--- src/rtl/commit_multi_if.sv ---
// Reorder-buffer head bundle between the ROB and the multi-slot commit stage.
// The ROB side is the master; the commit stage consumes entries and reports the pop count.
interface commit_multi_if #(
  parameter int CW  = 2,
  parameter int IDW = 77
);
  logic [CW*IDW-1:0] commit_fifo;
  logic [CW-1:0]     commit_vld;
  logic [CW-1:0]     isMisPredict;
  logic [2:0]        reOrder_fifo_pop;

  modport master (
    output commit_fifo,
    output commit_vld,
    output isMisPredict,
    input  reOrder_fifo_pop
  );

  modport slave (
    input  commit_fifo,
    input  commit_vld,
    input  isMisPredict,
    output reOrder_fifo_pop
  );
endinterface

--- src/rtl/commit_multi.sv ---
// CW-wide in-order commit stage: retires ROB head entries, owns the committed rename map,
// raises one abort per trap/mispredict event. Optional macro COMMIT_INSTRET_EN adds instret_cnt.
module commit_multi #(
  parameter int CW = 2,
  parameter int RB = 2
) (
  input  logic                    CLK,
  input  logic                    RST,
  commit_multi_if.slave           rob,
  input  logic [32*(2**RB)-1:0]   wbLog_qout,
  output logic [32*(2**RB)-1:0]   wbLog_commit_rst,
  output logic [32*(2**RB)-1:0]   rnBufU_commit_rst,
  output logic [32*RB-1:0]        archi_X_qout,
  output logic                    commit_abort,
  output logic [63:0]             commit_pc,
  output logic                    suILP_ready,
  output logic [63:0]             privileged_pc,
  output logic                    isTrap,
  output logic                    isXRet,
  output logic [63:0]             mstatus_except_in,
  output logic [63:0]             mtval_except_in,
  output logic [63:0]             mcause_except_in,
  output logic [63:0]             mepc_except_in,
  input  logic [63:0]             mstatus_csr_out,
  input  logic [63:0]             mip_csr_out,
  input  logic [63:0]             mie_csr_out,
  input  logic [63:0]             mepc_csr_out,
  input  logic [63:0]             mtvec_csr_out
`ifdef COMMIT_INSTRET_EN
  ,
  output logic [63:0]             instret_cnt
`endif
);

  // Entry layout, MSB first: pc(64), rd0 = {reg(5), idx(RB)}, then six flag bits.
  localparam int IDW = 64 + 5 + RB + 6;
  localparam int RPW = 32 * (2**RB);

  typedef enum logic {S_RUN, S_FLUSH} state_t;

  state_t state_q, state_d;

  logic [RB-1:0] archi_q [32];
  logic [RB-1:0] map_d   [32];

  logic [63:0]   pc_s    [CW];
  logic [4:0]    reg_s   [CW];
  logic [RB-1:0] idx_s   [CW];
  logic [CW-1:0] br_s, su_s, csr_s, ecall_s, ebrk_s, mret_s;
  logic [CW-1:0] done_s, slot_ok, event_s;
  logic [CW-1:0] elig, hit, retire;

  logic [63:0]    irq;
  logic           intr_pend, intr_take, live;
  logic           ab_any, ab_ecall, ab_ebrk, ab_mret;
  logic [63:0]    ab_pc;
  logic [2:0]     pop_d;
  logic [RPW-1:0] rel_d;
  logic           trap_d, xret_d;
  logic [63:0]    mcause_d;

  for (genvar gi = 0; gi < CW; gi++) begin : g_dec
    localparam int B = gi * IDW;
    assign pc_s[gi]    = rob.commit_fifo[B+IDW-1 -: 64];
    assign reg_s[gi]   = rob.commit_fifo[B+6+RB +: 5];
    assign idx_s[gi]   = rob.commit_fifo[B+6 +: RB];
    assign br_s[gi]    = rob.commit_fifo[B+5];
    assign su_s[gi]    = rob.commit_fifo[B+4];
    assign csr_s[gi]   = rob.commit_fifo[B+3];
    assign ecall_s[gi] = rob.commit_fifo[B+2];
    assign ebrk_s[gi]  = rob.commit_fifo[B+1];
    assign mret_s[gi]  = rob.commit_fifo[B+0];
    assign done_s[gi]  = wbLog_qout[{reg_s[gi], idx_s[gi]}];
    assign event_s[gi] = (br_s[gi] & rob.isMisPredict[gi]) | ecall_s[gi] | ebrk_s[gi] | mret_s[gi];
    // Serialising and privileged ops may only retire from the oldest slot.
    if (gi == 0) begin : g_head
      assign slot_ok[gi] = 1'b1;
    end else begin : g_tail
      assign slot_ok[gi] = ~(su_s[gi] | csr_s[gi] | ecall_s[gi] | ebrk_s[gi] | mret_s[gi]);
    end
  end

  for (genvar gi = 0; gi < 32; gi++) begin : g_archi
    assign archi_X_qout[gi*RB +: RB] = archi_q[gi];
  end

  assign irq       = mip_csr_out & mie_csr_out;
  assign intr_pend = (irq[11] | irq[7] | irq[3]) & mstatus_csr_out[3];
  assign intr_take = (state_q == S_RUN) & ~RST & rob.commit_vld[0] & intr_pend;
  assign live      = (state_q == S_RUN) & ~RST & ~intr_take;

  // Eligibility chains through the slots: a slot may go only if every older one retires.
  always_comb begin
    logic prior;
    prior  = 1'b1;
    elig   = '0;
    hit    = '0;
    retire = '0;
    for (int i = 0; i < CW; i++) begin
      elig[i]   = rob.commit_vld[i] & done_s[i] & slot_ok[i] & prior;
      hit[i]    = elig[i] & event_s[i] & live;
      retire[i] = elig[i] & ~event_s[i] & live;
      prior     = retire[i];
    end
  end

  always_comb begin
    ab_any   = 1'b0;
    ab_pc    = pc_s[0];
    ab_ecall = 1'b0;
    ab_ebrk  = 1'b0;
    ab_mret  = 1'b0;
    for (int i = CW - 1; i >= 0; i--) begin
      if (hit[i]) begin
        ab_any   = 1'b1;
        ab_pc    = pc_s[i];
        ab_ecall = ecall_s[i];
        ab_ebrk  = ebrk_s[i];
        ab_mret  = mret_s[i];
      end
    end
  end

  always_comb begin
    pop_d = '0;
    for (int i = 0; i < CW; i++) begin
      pop_d = pop_d + 3'(retire[i]);
    end
  end

  // Walk retiring slots oldest-first so a later write to the same register frees the earlier one.
  always_comb begin
    map_d = archi_q;
    rel_d = '0;
    for (int j = 0; j < CW; j++) begin
      if (retire[j]) begin
        rel_d[{reg_s[j], map_d[reg_s[j]]}] = 1'b1;
        map_d[reg_s[j]] = idx_s[j];
      end
    end
  end

  assign trap_d = intr_take | (ab_any & (ab_ecall | ab_ebrk));
  assign xret_d = ab_any & ~ab_ecall & ~ab_ebrk & ab_mret;

  always_comb begin
    mcause_d = '0;
    if (intr_take) begin
      mcause_d[63] = 1'b1;
      if (irq[11])     mcause_d[3:0] = 4'd11;
      else if (irq[3]) mcause_d[3:0] = 4'd3;
      else             mcause_d[3:0] = 4'd7;
    end else if (ab_any & ab_ecall) begin
      mcause_d[3:0] = 4'd11;
    end else if (ab_any & ab_ebrk) begin
      mcause_d[3:0] = 4'd3;
    end
  end

  always_comb begin
    mstatus_except_in = '0;
    if (!RST) begin
      mstatus_except_in[3]     = xret_d & mstatus_csr_out[7];
      mstatus_except_in[7]     = trap_d ? mstatus_csr_out[3] : 1'b1;
      mstatus_except_in[12:11] = 2'b11;
    end
  end

  assign rob.reOrder_fifo_pop = pop_d;
  assign wbLog_commit_rst     = rel_d;
  assign rnBufU_commit_rst    = rel_d;
  assign commit_abort         = intr_take | ab_any;
  assign commit_pc            = RST ? 64'd0 : ab_pc;
  assign suILP_ready          = ~RST & su_s[0] & elig[0];
  assign isTrap               = trap_d;
  assign isXRet               = xret_d;
  assign privileged_pc        = trap_d ? mtvec_csr_out : (xret_d ? mepc_csr_out : 64'd0);
  assign mcause_except_in     = mcause_d;
  assign mepc_except_in       = trap_d ? ab_pc : 64'd0;
  assign mtval_except_in      = 64'd0;

  assign state_d = (state_q == S_RUN && commit_abort) ? S_FLUSH : S_RUN;

  always_ff @(posedge CLK) begin
    if (RST) begin
      state_q <= S_RUN;
      for (int r = 0; r < 32; r++) begin
        archi_q[r] <= '0;
      end
    end else begin
      state_q <= state_d;
      archi_q <= map_d;
    end
  end

`ifdef COMMIT_INSTRET_EN
  logic [63:0] instret_q, instret_d;
  assign instret_d   = instret_q + 64'(pop_d);
  assign instret_cnt = instret_q;
  always_ff @(posedge CLK) begin
    if (RST) instret_q <= '0;
    else     instret_q <= instret_d;
  end
`endif

  wire unused_inputs = ^{irq[63:12], irq[10:8], irq[6:4], irq[2:0],
                         mstatus_csr_out[63:8], mstatus_csr_out[6:4], mstatus_csr_out[2:0],
                         su_s[CW-1:0], csr_s[CW-1:0]};

endmodule
--- src/flat_wrapper.sv ---
// flat-port wrapper written by rule: the top's interface ports become plain ports
module commit_multi_flat 
#(
  parameter int CW = 2,
  parameter int RB = 2
)
  (CLK, RST, wbLog_qout, wbLog_commit_rst, rnBufU_commit_rst, archi_X_qout, commit_abort, commit_pc, suILP_ready, privileged_pc, isTrap, isXRet, mstatus_except_in, mtval_except_in, mcause_except_in, mepc_except_in, mstatus_csr_out, mip_csr_out, mie_csr_out, mepc_csr_out, mtvec_csr_out, rob_commit_fifo, rob_commit_vld, rob_isMisPredict, rob_reOrder_fifo_pop);
  commit_multi_if #(.CW(CW)) rob_i ();
  input  logic CLK;
  input  logic RST;
  input  logic [32*(2**RB)-1:0] wbLog_qout;
  output logic [32*(2**RB)-1:0] wbLog_commit_rst;
  output logic [32*(2**RB)-1:0] rnBufU_commit_rst;
  output logic [32*RB-1:0] archi_X_qout;
  output logic commit_abort;
  output logic [63:0] commit_pc;
  output logic suILP_ready;
  output logic [63:0] privileged_pc;
  output logic isTrap;
  output logic isXRet;
  output logic [63:0] mstatus_except_in;
  output logic [63:0] mtval_except_in;
  output logic [63:0] mcause_except_in;
  output logic [63:0] mepc_except_in;
  input  logic [63:0] mstatus_csr_out;
  input  logic [63:0] mip_csr_out;
  input  logic [63:0] mie_csr_out;
  input  logic [63:0] mepc_csr_out;
  input  logic [63:0] mtvec_csr_out;
  input wire logic [$bits(rob_i.commit_fifo)-1:0] rob_commit_fifo;
  input wire logic [$bits(rob_i.commit_vld)-1:0] rob_commit_vld;
  input wire logic [$bits(rob_i.isMisPredict)-1:0] rob_isMisPredict;
  output wire logic [$bits(rob_i.reOrder_fifo_pop)-1:0] rob_reOrder_fifo_pop;
  assign rob_i.commit_fifo = rob_commit_fifo;
  assign rob_i.commit_vld = rob_commit_vld;
  assign rob_i.isMisPredict = rob_isMisPredict;
  assign rob_reOrder_fifo_pop = rob_i.reOrder_fifo_pop;
  commit_multi #(.CW(CW), .RB(RB)) u_core (.CLK(CLK), .RST(RST), .rob(rob_i), .wbLog_qout(wbLog_qout), .wbLog_commit_rst(wbLog_commit_rst), .rnBufU_commit_rst(rnBufU_commit_rst), .archi_X_qout(archi_X_qout), .commit_abort(commit_abort), .commit_pc(commit_pc), .suILP_ready(suILP_ready), .privileged_pc(privileged_pc), .isTrap(isTrap), .isXRet(isXRet), .mstatus_except_in(mstatus_except_in), .mtval_except_in(mtval_except_in), .mcause_except_in(mcause_except_in), .mepc_except_in(mepc_except_in), .mstatus_csr_out(mstatus_csr_out), .mip_csr_out(mip_csr_out), .mie_csr_out(mie_csr_out), .mepc_csr_out(mepc_csr_out), .mtvec_csr_out(mtvec_csr_out));
endmodule
--- config.mk ---
export PLATFORM = sky130hd
export DESIGN_NAME = commit_multi_flat
export DESIGN_NICKNAME = d
export VERILOG_FILES = /design/src/rtl/commit_multi_if.sv /design/src/rtl/commit_multi.sv /design/src/flat_wrapper.sv
export SDC_FILE = /design/constraint.sdc
export NUM_CORES = 1
export LEC_CHECK = 0
export CAP_MARGIN = 20
export CORE_AREA = 2 2 511 513
export CTS_CLUSTER_SIZE = 30
export DETAILED_ROUTE_END_ITERATION = 6
export DIE_AREA = 0 0 513 515
export PLACE_DENSITY = 0.35
export SKIP_CTS_REPAIR_TIMING = 1
export SKIP_LAST_GASP = 1
export SLEW_MARGIN = 20
export SYNTH_ARGS = -nofsm -noshare
export SYNTH_HDL_FRONTEND = slang
export SYNTH_SLANG_ARGS = --single-unit
--- constraint.sdc ---
create_clock -name CLK -period 4.85 [get_ports CLK]
set_input_delay 0.485 -clock CLK [delete_from_list [all_inputs] [get_ports CLK]]
set_output_delay 0.485 -clock CLK [all_outputs]
set_load 0.05 [all_outputs]
==> Word-level counts from Yosys, hierarchy flattened <==
Cells that the tools add are included.
{ "op_classes": {"n_bitwise": 55, "mux": 49, "n_lt_le_gt_ge": 10, "n_addsub": 1, "n_reduce_logical": 5} }
{ "op_table": {"columns": ["op", "count"], "rows": [
  ["2-to-1 mux 64 bit", 8],
  ["2-to-1 mux 128 bit", 2],
  ["bitwise mux 64 bit", 2],
  ["bitwise OR 128 bit", 1],
  ["less-than comparator 7 x 8 -> 1 bit, second input constant", 4],
  ["AND 1 bit", 28],
  ["binary-select mux 2 bit (select 5 bit)", 2],
  ["demux 2 bit (select 5 bit)", 2],
  ["2-to-1 mux 1 bit", 17],
  ["2-to-1 mux 2 bit", 8],
  ["bitwise OR 1 bit", 15],
  ["binary-select mux 1 bit (select 7 bit)", 2],
  ["demux 1 bit (select 7 bit)", 2],
  ["greater-or-equal comparator 7 x 1 -> 1 bit, second input constant", 2],
  ["AND 12 bit", 1],
  ["greater-or-equal comparator 6 bit, second input constant", 2],
  ["less-than comparator 6 x 1 -> 1 bit, second input constant", 2],
  ["2-to-1 mux 4 bit", 3],
  ["NOT 5 -> 6 bit", 2],
  ["NOT 1 bit", 8],
  ["logical AND 1 bit", 5],
  ["2-to-1 mux 3 bit", 1],
  ["adder 1 x 1 -> 2 bit", 1]
]} }
{ "totals": {"reg_bits": 65, "inputBits": 608, "wordCells": 153} }

==> Logic depth before layout (Yosys ltp) <==
Gate-level depths: netlist (run 1).
{ "logic_depth": {"depth_word": 19, "ltp_mapped": 19, "mapped_depth_nobuf": 11} }

==> Least setup slack after synthesis (run 1) <==
No wires, ideal clock.
{ "synth_timing": {"kind": "input port to output port", "start": "in rob_commit_fifo[6]", "end": "out wbLog_commit_rst[80]", "path_slack_ns": -0.989, "cell_stages": 15, "n_path_buf": 4, "t_arrival_ns": 5.354, "cell_sequence": "buf_2 -> mux4_2 -> mux2_2 -> nand3_2 -> nand3_2 -> buf_2 -> o311ai_0 -> mux2_2 -> nand3_1 -> o31ai_1 -> a2111oi_1 -> nand2_1 -> buf_2 -> o31ai_1 -> buf_4"} }
{ "synth_between": {"elab_chain_cells": 15, "word_cells_on_any_way": 21, "cone_classes": "2 x order compare; 11 x mux; 7 x bitwise; 1 x reduce/logical"} }
{ "synth_lines": {"columns": ["item", "line", "source"], "rows": [
  ["start: declaration", "flat_wrapper.sv:30", "input wire logic [$bits(rob_i.commit_fifo)-1:0] rob_commit_fifo;"],
  ["binary-select mux 1 bit (select 7 bit)", "commit_multi.sv:73", "assign done_s[gi] = wbLog_qout[{reg_s[gi], idx_s[gi]}];"],
  ["2-to-1 mux 1 bit (not written as such)", "commit_multi.sv:73", null],
  ["AND 1 bit", "commit_multi.sv:100", "elig[i] = rob.commit_vld[i] & done_s[i] & slot_ok[i] & prior;"],
  ["AND 1 bit (2 in a row)", "commit_multi.sv:102", "retire[i] = elig[i] & ~event_s[i] & live;"],
  ["2-to-1 mux 64 bit", "commit_multi.sv:136", "if (retire[j]) begin"],
  ["binary-select mux 2 bit (select 5 bit)", "commit_multi.sv:137", "rel_d[{reg_s[j], map_d[reg_s[j]]}] = 1'b1;"],
  ["2-to-1 mux 2 bit (not written as such) (2 in a row)", "commit_multi.sv:137", null],
  ["less-than comparator 7 x 8 -> 1 bit (not written as such) / greater-or-equal comparator 7 x 1 -> 1 bit (equally long branches)", "commit_multi.sv:137", null],
  ["logical AND 1 bit (not written as such)", "commit_multi.sv:137", null],
  ["2-to-1 mux 1 bit (not written as such)", "commit_multi.sv:137", null],
  ["demux 1 bit (select 7 bit)", null, null],
  ["bitwise OR 128 bit (no source line)", null, null],
  ["2-to-1 mux 128 bit *", "commit_multi.sv:136", null],
  ["end: declaration", "flat_wrapper.sv:12", "output logic [32*(2**RB)-1:0] wbLog_commit_rst;"]
]} }
Mark *: on every way between the ends. The rest lies on a longest branch, timed or not. The select of a mux whose other input is x is not followed.

==> Final worst setup path (run 1) <==
{ "layout_timing": {"start": "in wbLog_qout[16]", "end": "out rnBufU_commit_rst[113]"} }
{ "layout_between": {"elab_chain_cells": 15, "word_cells_on_any_way": 24, "cone_classes": "2 x order compare; 12 x mux; 9 x bitwise; 1 x reduce/logical"} }
{ "layout_lines": {"columns": ["item", "line", "source"], "rows": [
  ["start: declaration", "flat_wrapper.sv:11", "input logic [32*(2**RB)-1:0] wbLog_qout;"],
  ["binary-select mux 1 bit (select 7 bit)", "commit_multi.sv:73", null],
  ["2-to-1 mux 1 bit (not written as such)", "commit_multi.sv:73", null],
  ["AND 1 bit", "commit_multi.sv:100", null],
  ["AND 1 bit (2 in a row)", "commit_multi.sv:102", null],
  ["2-to-1 mux 64 bit", "commit_multi.sv:136", null],
  ["binary-select mux 2 bit (select 5 bit)", "commit_multi.sv:137", null],
  ["2-to-1 mux 2 bit (not written as such) (2 in a row)", "commit_multi.sv:137", null],
  ["less-than comparator 7 x 8 -> 1 bit (not written as such) / greater-or-equal comparator 7 x 1 -> 1 bit (equally long branches)", "commit_multi.sv:137", null],
  ["logical AND 1 bit (not written as such)", "commit_multi.sv:137", null],
  ["2-to-1 mux 1 bit (not written as such)", "commit_multi.sv:137", null],
  ["demux 1 bit (select 7 bit)", null, null],
  ["bitwise OR 128 bit (no source line)", null, null],
  ["2-to-1 mux 128 bit *", "commit_multi.sv:136", null],
  ["end: declaration", "flat_wrapper.sv:13", "output logic [32*(2**RB)-1:0] rnBufU_commit_rst;"]
]} }
Marks and branches as above.

==> results.yml, run 1 <==
status:
  run_status: "finished with violations"
  violations: "setup timing"
global_routing:
  initial_antenna_violation_count: 19
  grt_start_max_net_pins: 115
  first_global_vias: 20100
  grt-ovfl-total: 0
  grt_use_total: 0.120
  grt_pass1_wl_microns: 211000
worst_setup_path:
  path_class: "primary input to output port"
  worst_setup_path_end_kind: "output port"
  critical_path_arrival_ns: 5.31
  startpoint_type: "primary input"
  required_ns: 4.37
  critical_path_peak_fanout: 8
synth:
  syn-instance-count: 1863
  syn_area_sq_um: 14000
  synthTopCellsByArea: "buf_4 (18%), mux2i_1 (11%), mux4_2 (10%)"
  avgSynthCellArea_sq_um: 7.50
  synth-warning-count: 0
  synth-seq-area-share: 0.0932
  synth_top_cell_by_area: "buf_4"
  yosys_most_used_dff: "dfxtp_1"
  synth-edff-count: 0
  synthDistinctLibCells: 81
  post-synth-top-count-cell: "buf_4"
  asyncSetResetFlopFracSynth: 0
  synth.ff_latch_count: 65
  netlist.area_leader.share: 0.177
  ys_top_cells_by_count: "buf_4 (329), nor2_1 (306), nand2_1 (168)"
sta:
  worst_slew_margin_rel: 0.419
  worst_pin_slew_ns: 0.868
  final_max_slew_viol_count: 0
  fmax_mhz: 173
  fin_worst_hold_slack_ns: 0.589
  setup_viol_count_final: 446
  worst_clock_skew_ns: 0.0137
  rsz_0062_raised_after_global_routing: "true"
  final.period_utilization: 1.20
  final_period_minus_worst_setup_slack_ns: 5.80
  setup_ws_ns: -0.947
  finalHoldViolCount: 0
detailed_routing:
  wl_per_cell_microns: 25.8
  postRouteWirelength_microns: 170000
  drt-vias-per-instance: 3.09
  firstDrtPassIters: 5
  drtAntennaViolNets: 0
  drc: 0
  detail_route.iter0.violations: 1283
  vias: 20400
cts:
  clk-insertion-delay-late_ns: 0.37
  max-clock-path-buffers: 2
  cts_sinks: 65
  cts_tree: "yes"
  clk_root_buffer_cell: "clkbuf_16"
  cts_made_buffers: 9
  register_clock_pin_slew_on_the_reported_worst_setup_and_hold_paths_ns: 0.08
  htreeDepth: 3
min_path:
  min_delay_path_class: "flip-flop to flip-flop"
floorplan:
  die-height_microns: 515
  placeableCoreArea_sq_um: 259000
  initial_cell_density_of_the_core: 0.0540
  die_area_sq_um: 264000
  ios: 1319
  fp-row-count: 187
  die_w_microns: 513
placed_design:
  post-dp-hpwl_microns: 149000
  placement.cell_area_sq_um: 34400
  gp_routability_congestion: 0.883
  count_of_buffers_from_port_buffering: 949
pwr:
  max-vdd-ir-drop_mv: 0.117
  cellLeakagePower_nw: 14.6
  power.density_nw_per_um2: 120
layout:
  multi_input_area_sq_um: 11700
  ratio_of_cells_with_drive_above_1_in_the_final_layout: 0.457
  layout_filler_cell_count: 29200
  area.sequential_sq_um: 1300
  finalNetCount: 3800
  finalInstanceArea_sq_um: 36600
  area_growth_pct: 162
flow_run:
  maxCapViolCount: 0
-- per-layer routing --
metal | GRT usage | share of wire | vias to the layer above
met2 | 0.213 | 0.50 | 1112
li1 | - | - | 9068
met4 | 0.0233 | 0.018 | 10
met1 | 0.152 | 0.42 | 10100
met5 | 0 | 0.00035 | -
met3 | 0.0194 | 0.065 | 90
-- logic make-up after synthesis --
logic type / after synthesis / synth area share
simple gates: 653 / 0.205
buf+inv: 498 / 0.228
compound gates: 406 / 0.243
mux: 237 / 0.227
flops: 65 / 0.0932
xor+xnor: 2 / 0.00125
fa+ha+maj: 1 / 0.000896
other cells: 1 / 0.000269
-- flip-flops by register name (all words and copies together) (netlist names) --
| register | count |
|---|---|
| u_core.archi_X_qout | 64 |
| u_core.state_q | 1 |
-- layout make-up --
type,instances,share of cell area
antenna,4,0.000273
clock buffer,9,0.00615
clock inverter,7,0.00294
inverter,14,0.00143
multi-input combinational,1485,0.320
sequential,65,0.0355
tap,3402,0.116
timing repair buffer,1616,0.517
-- worst paths after layout --
path	from	endpoint	slack (ns)	depth (start not counted)
max	wbLog_qout[16]	rnBufU_commit_rst[113]	-0.95	18
min	u_core.archi_X_qout[17]$_SDFF_PP0_	u_core.archi_X_qout[17]$_SDFF_PP0_	0.59	2
max reg2reg	u_core.state_q$_SDFF_PP0_	u_core.archi_X_qout[59]$_SDFF_PP0_	1.65	15
min reg2reg	u_core.archi_X_qout[17]$_SDFF_PP0_	u_core.archi_X_qout[17]$_SDFF_PP0_	0.59	2
-- critical path: stages --
cell and delay, ns:
clkdlybuf4s50_1 0.48, mux2i_1 0.24, a211oi_1 0.11, nand3_1 0.23, nand4_1 0.31, buf_12 0.23, nor3_4 0.54, buf_4 0.26
or3_1 0.14, a221oi_1 0.08, buf_4 0.17, a221o_1 0.31, nor4_4 0.51, buf_6 0.23, and2_4 0.27, buf_12 0.15
a32o_2 0.34, buf_12 0.18
-- cells in the final DEF, fill, tap and decap left out, types with 10 or more instances in the layout --
master	instances
nor2b_1	12
buf_4	607
buf_6	108
conb_1	184
o21ai_0	13
a211oi_1	57
nand3_1	28
dfxtp_1	65
mux2i_2	10
buf_8	19
a22o_1	61
a22oi_1	15
and3_1	18
buf_12	378
inv_1	11
a21oi_1	17
mux4_2	62
a32o_2	64
nor3_1	42
clkbuf_16	23
mux2_2	16
nand2_1	167
nor2_1	294
o31ai_4	65
nand2b_1	11
o22ai_1	10
mux2i_1	139
clkdlybuf4s50_1	476
-- through the flow --
stage | utilization | setup slack (ns) | setup TNS [ns] | std cells | total power [mW]
after floorplan | - | -0.0282 | -0.570 | 2046 | 1.97
after global placement | 0.133 | -1.76 | -585.61 | 6523 | 3.37
after detailed placement | 0.133 | -1.64 | -547.76 | 6523 | 3.37
after CTS | 0.134 | -1.68 | -554.02 | 6539 | 4.18
after global routing | 0.142 | -0.966 | -280.34 | 6600 | 4.55
final | 0.142 | -0.947 | -242.85 | 6602 | 4.40
-- power breakdown --
part | internal [mW] | switching [mW] | leakage [nW] | total (mW)
clock | 0.462 | 0.328 | 0.161 | 0.790
combinational | 1.25 | 1.82 | 13.9 | 3.07
sequential | 0.534 | 0.000706 | 0.523 | 0.535
No activity file was read; power rests on OpenSTA's default activity.
==> run 2: changes to the inputs <==
- SKIP_CTS_REPAIR_TIMING: 1 -> not set
==> results.yml, run 2 (synthesized netlist as in run 1, its figures left out) <==
worst_setup_path:
  worst_setup_path_end_kind: "output port"
  required_ns: 4.37
  worstSetupStartpoint: "wbLog_qout[96]"
  startpoint_type: "primary input"
  path_class: "primary input to output port"
  critical_path_peak_fanout: 8
  critical_path_arrival_ns: 5.05
  crit-reg2reg-launch: "u_core.state_q$_SDFF_PP0_"
pwr:
  power.share.sequential: 0.122
  cellLeakagePower_nw: 14.7
  report.power.total_mw: 4.37
  cell_internal_power_mw: 2.22
  power.share.clock: 0.180
  max-vdd-ir-drop_mv: 0.117
  combinationalPowerShare: 0.697
  power.density_nw_per_um2: 119
  p_switching_mw: 2.15
  p_sw_frac: 0.492
detailed_routing:
  detail_route.iter0.violations: 1436
  drtAntennaViolNets: 0
  wl_per_cell_microns: 25.6
  postRouteWirelength_microns: 169000
  drt-vias-per-instance: 3.06
  vias: 20200
  firstDrtPassIters: 5
  drc: 0
sta:
  rsz_0062_raised_after_global_routing: "true"
  final_max_slew_viol_count: 0
  final_period_minus_worst_setup_slack_ns: 5.54
  worst_slew_margin_rel: 0.427
  fmax_mhz: 181
  worst_clock_skew_ns: 0.0149
  finalHoldViolCount: 0
  finalSetupTns_ns: -167.00
  final.period_utilization: 1.14
  worst_pin_slew_ns: 0.857
  setup_viol_count_final: 413
  setup_ws_ns: -0.685
floorplan:
  die_area_sq_um: 264000
  die_w_microns: 513
  placeableCoreArea_sq_um: 259000
  initial_cell_density_of_the_core: 0.0540
  die-height_microns: 515
  ios: 1319
  fp-row-count: 187
global_routing:
  grt_use_total: 0.121
  first_global_vias: 20400
  grt_start_max_net_pins: 115
  grt-ovfl-total: 0
  grt_pass1_wl_microns: 213000
  initial_antenna_violation_count: 18
layout:
  mostFrequentLayoutCell: "buf_4"
  postLayoutCoreUtil: 0.142
  area_growth_pct: 163
  largest_register_ff_count: 64
  stdcell_count: 6606
  most_used_cells_in_the_layout_excluding_fill_and_tap_cells: "buf_4 (673), clkdlybuf4s50_1 (453), buf_12 (380)"
  finalNetCount: 3802
  ratio_of_cells_with_drive_above_1_in_the_final_layout: 0.470
status:
  run_status: "finished with violations"
  violations: "setup timing"
cts:
  clk_root_buffer_cell: "clkbuf_16"
  clk-insertion-delay-late_ns: 0.37
  cts_made_buffers: 9
  register_clock_pin_slew_on_the_reported_worst_setup_and_hold_paths_ns: 0.09
  cts_tree: "yes"
  max-clock-path-buffers: 2
  cts_sinks: 65
  htreeDepth: 3
placed_design:
  placedCellCount: 6523
  gp_routability_congestion: 0.883
  post-dp-hpwl_microns: 149000
  count_of_buffers_from_port_buffering: 949
min_path:
  hold_path.startpoint: "u_core.archi_X_qout[17]$_SDFF_PP0_"
  min_delay_path_class: "flip-flop to flip-flop"
flow_run:
  maxCapViolCount: 0
run 2: changes by cell type in the layout (fill, tap and decap cells not counted), moves of 7 or more:
| cell | change |
|---|---|
| clkdlybuf4s50_1 | -23 |
| nor2_1 | +7 |
| mux2i_2 | +11 |
| buf_6 | -46 |
| buf_4 | +66 |
| buf_8 | -13 |
| dlymetal6s2s_1 | +13 |
| mux2i_1 | -14 |
| clkbuf_16 | -11 |
run 2: layer usage:
metal / track usage / wire, microns / vias to the layer above
li1: - / - / 9082
met2: 0.217 / 84700 / 1060
met1: 0.152 / 70900 / 9964
met5: 0 / 36 / -
met4: 0.0183 / 2640 / 8
met3: 0.0227 / 11000 / 102
run 2: power groups by stage:
stage	logic, mW	registers, mW	clock network, mW
after floorplan	1.42	0.547	0
after global placement	2.83	0.547	0
after detailed placement	2.82	0.547	0
after CTS	3.00	0.535	0.816
after global routing	3.16	0.535	0.825
final	3.05	0.535	0.788
run 2: area by class of cell:
class	instances	area, sq um
diodes	6	15.0
clock buffers	9	225
clock inverters	7	108
fillers	29200	222000
inverters	14	52.6
multi-input cells	1483	12000
flip-flops and latches	65	1300
well taps	3402	4260
repair buffers	1620	18700
run 2: stage by stage:
stage	cell area (sq um)	hold slack [ns]	setup WS (ns)
global route	36600	0.630	-0.751
finish	36700	0.587	-0.685
detailed placement	34400	0.574	-1.64
floorplan	16000	0.639	-0.0282
global placement	34400	0.574	-1.76
CTS	36100	0.586	-0.819
run 2: critical path, cell delays in order:
cell             delay [ns]
clkdlybuf4s50_1        0.53
mux2i_4                0.28
a211oi_2               0.13
nand3_1                0.11
buf_4                  0.15
and3_1                 0.22
nand3_2                0.18
buf_4                  0.21
a311oi_1               0.37
a311oi_1               0.10
or4_4                  0.57
nor4_4                 0.52
buf_4                  0.22
and2_4                 0.27
buf_12                 0.15
buf_16                 0.13
a32o_2                 0.25
buf_12                 0.15
run 2: timing repair:
action	CTS	global route
pin swaps	66	42
gates resized for setup	187	96
setup buffers	46	12
hold buffers	0	0
gates cloned	7	3
endpoints found under the setup margin	459	449
run 2: worst paths after layout:
path,to,slack [ns],depth (start not counted)
setup / recovery,wbLog_commit_rst[65],-0.69,18
hold / removal,u_core.archi_X_qout[17]$_SDFF_PP0_,0.59,2
setup reg to reg,u_core.archi_X_qout[59]$_SDFF_PP0_,1.58,16
hold reg to reg,u_core.archi_X_qout[17]$_SDFF_PP0_,0.59,2
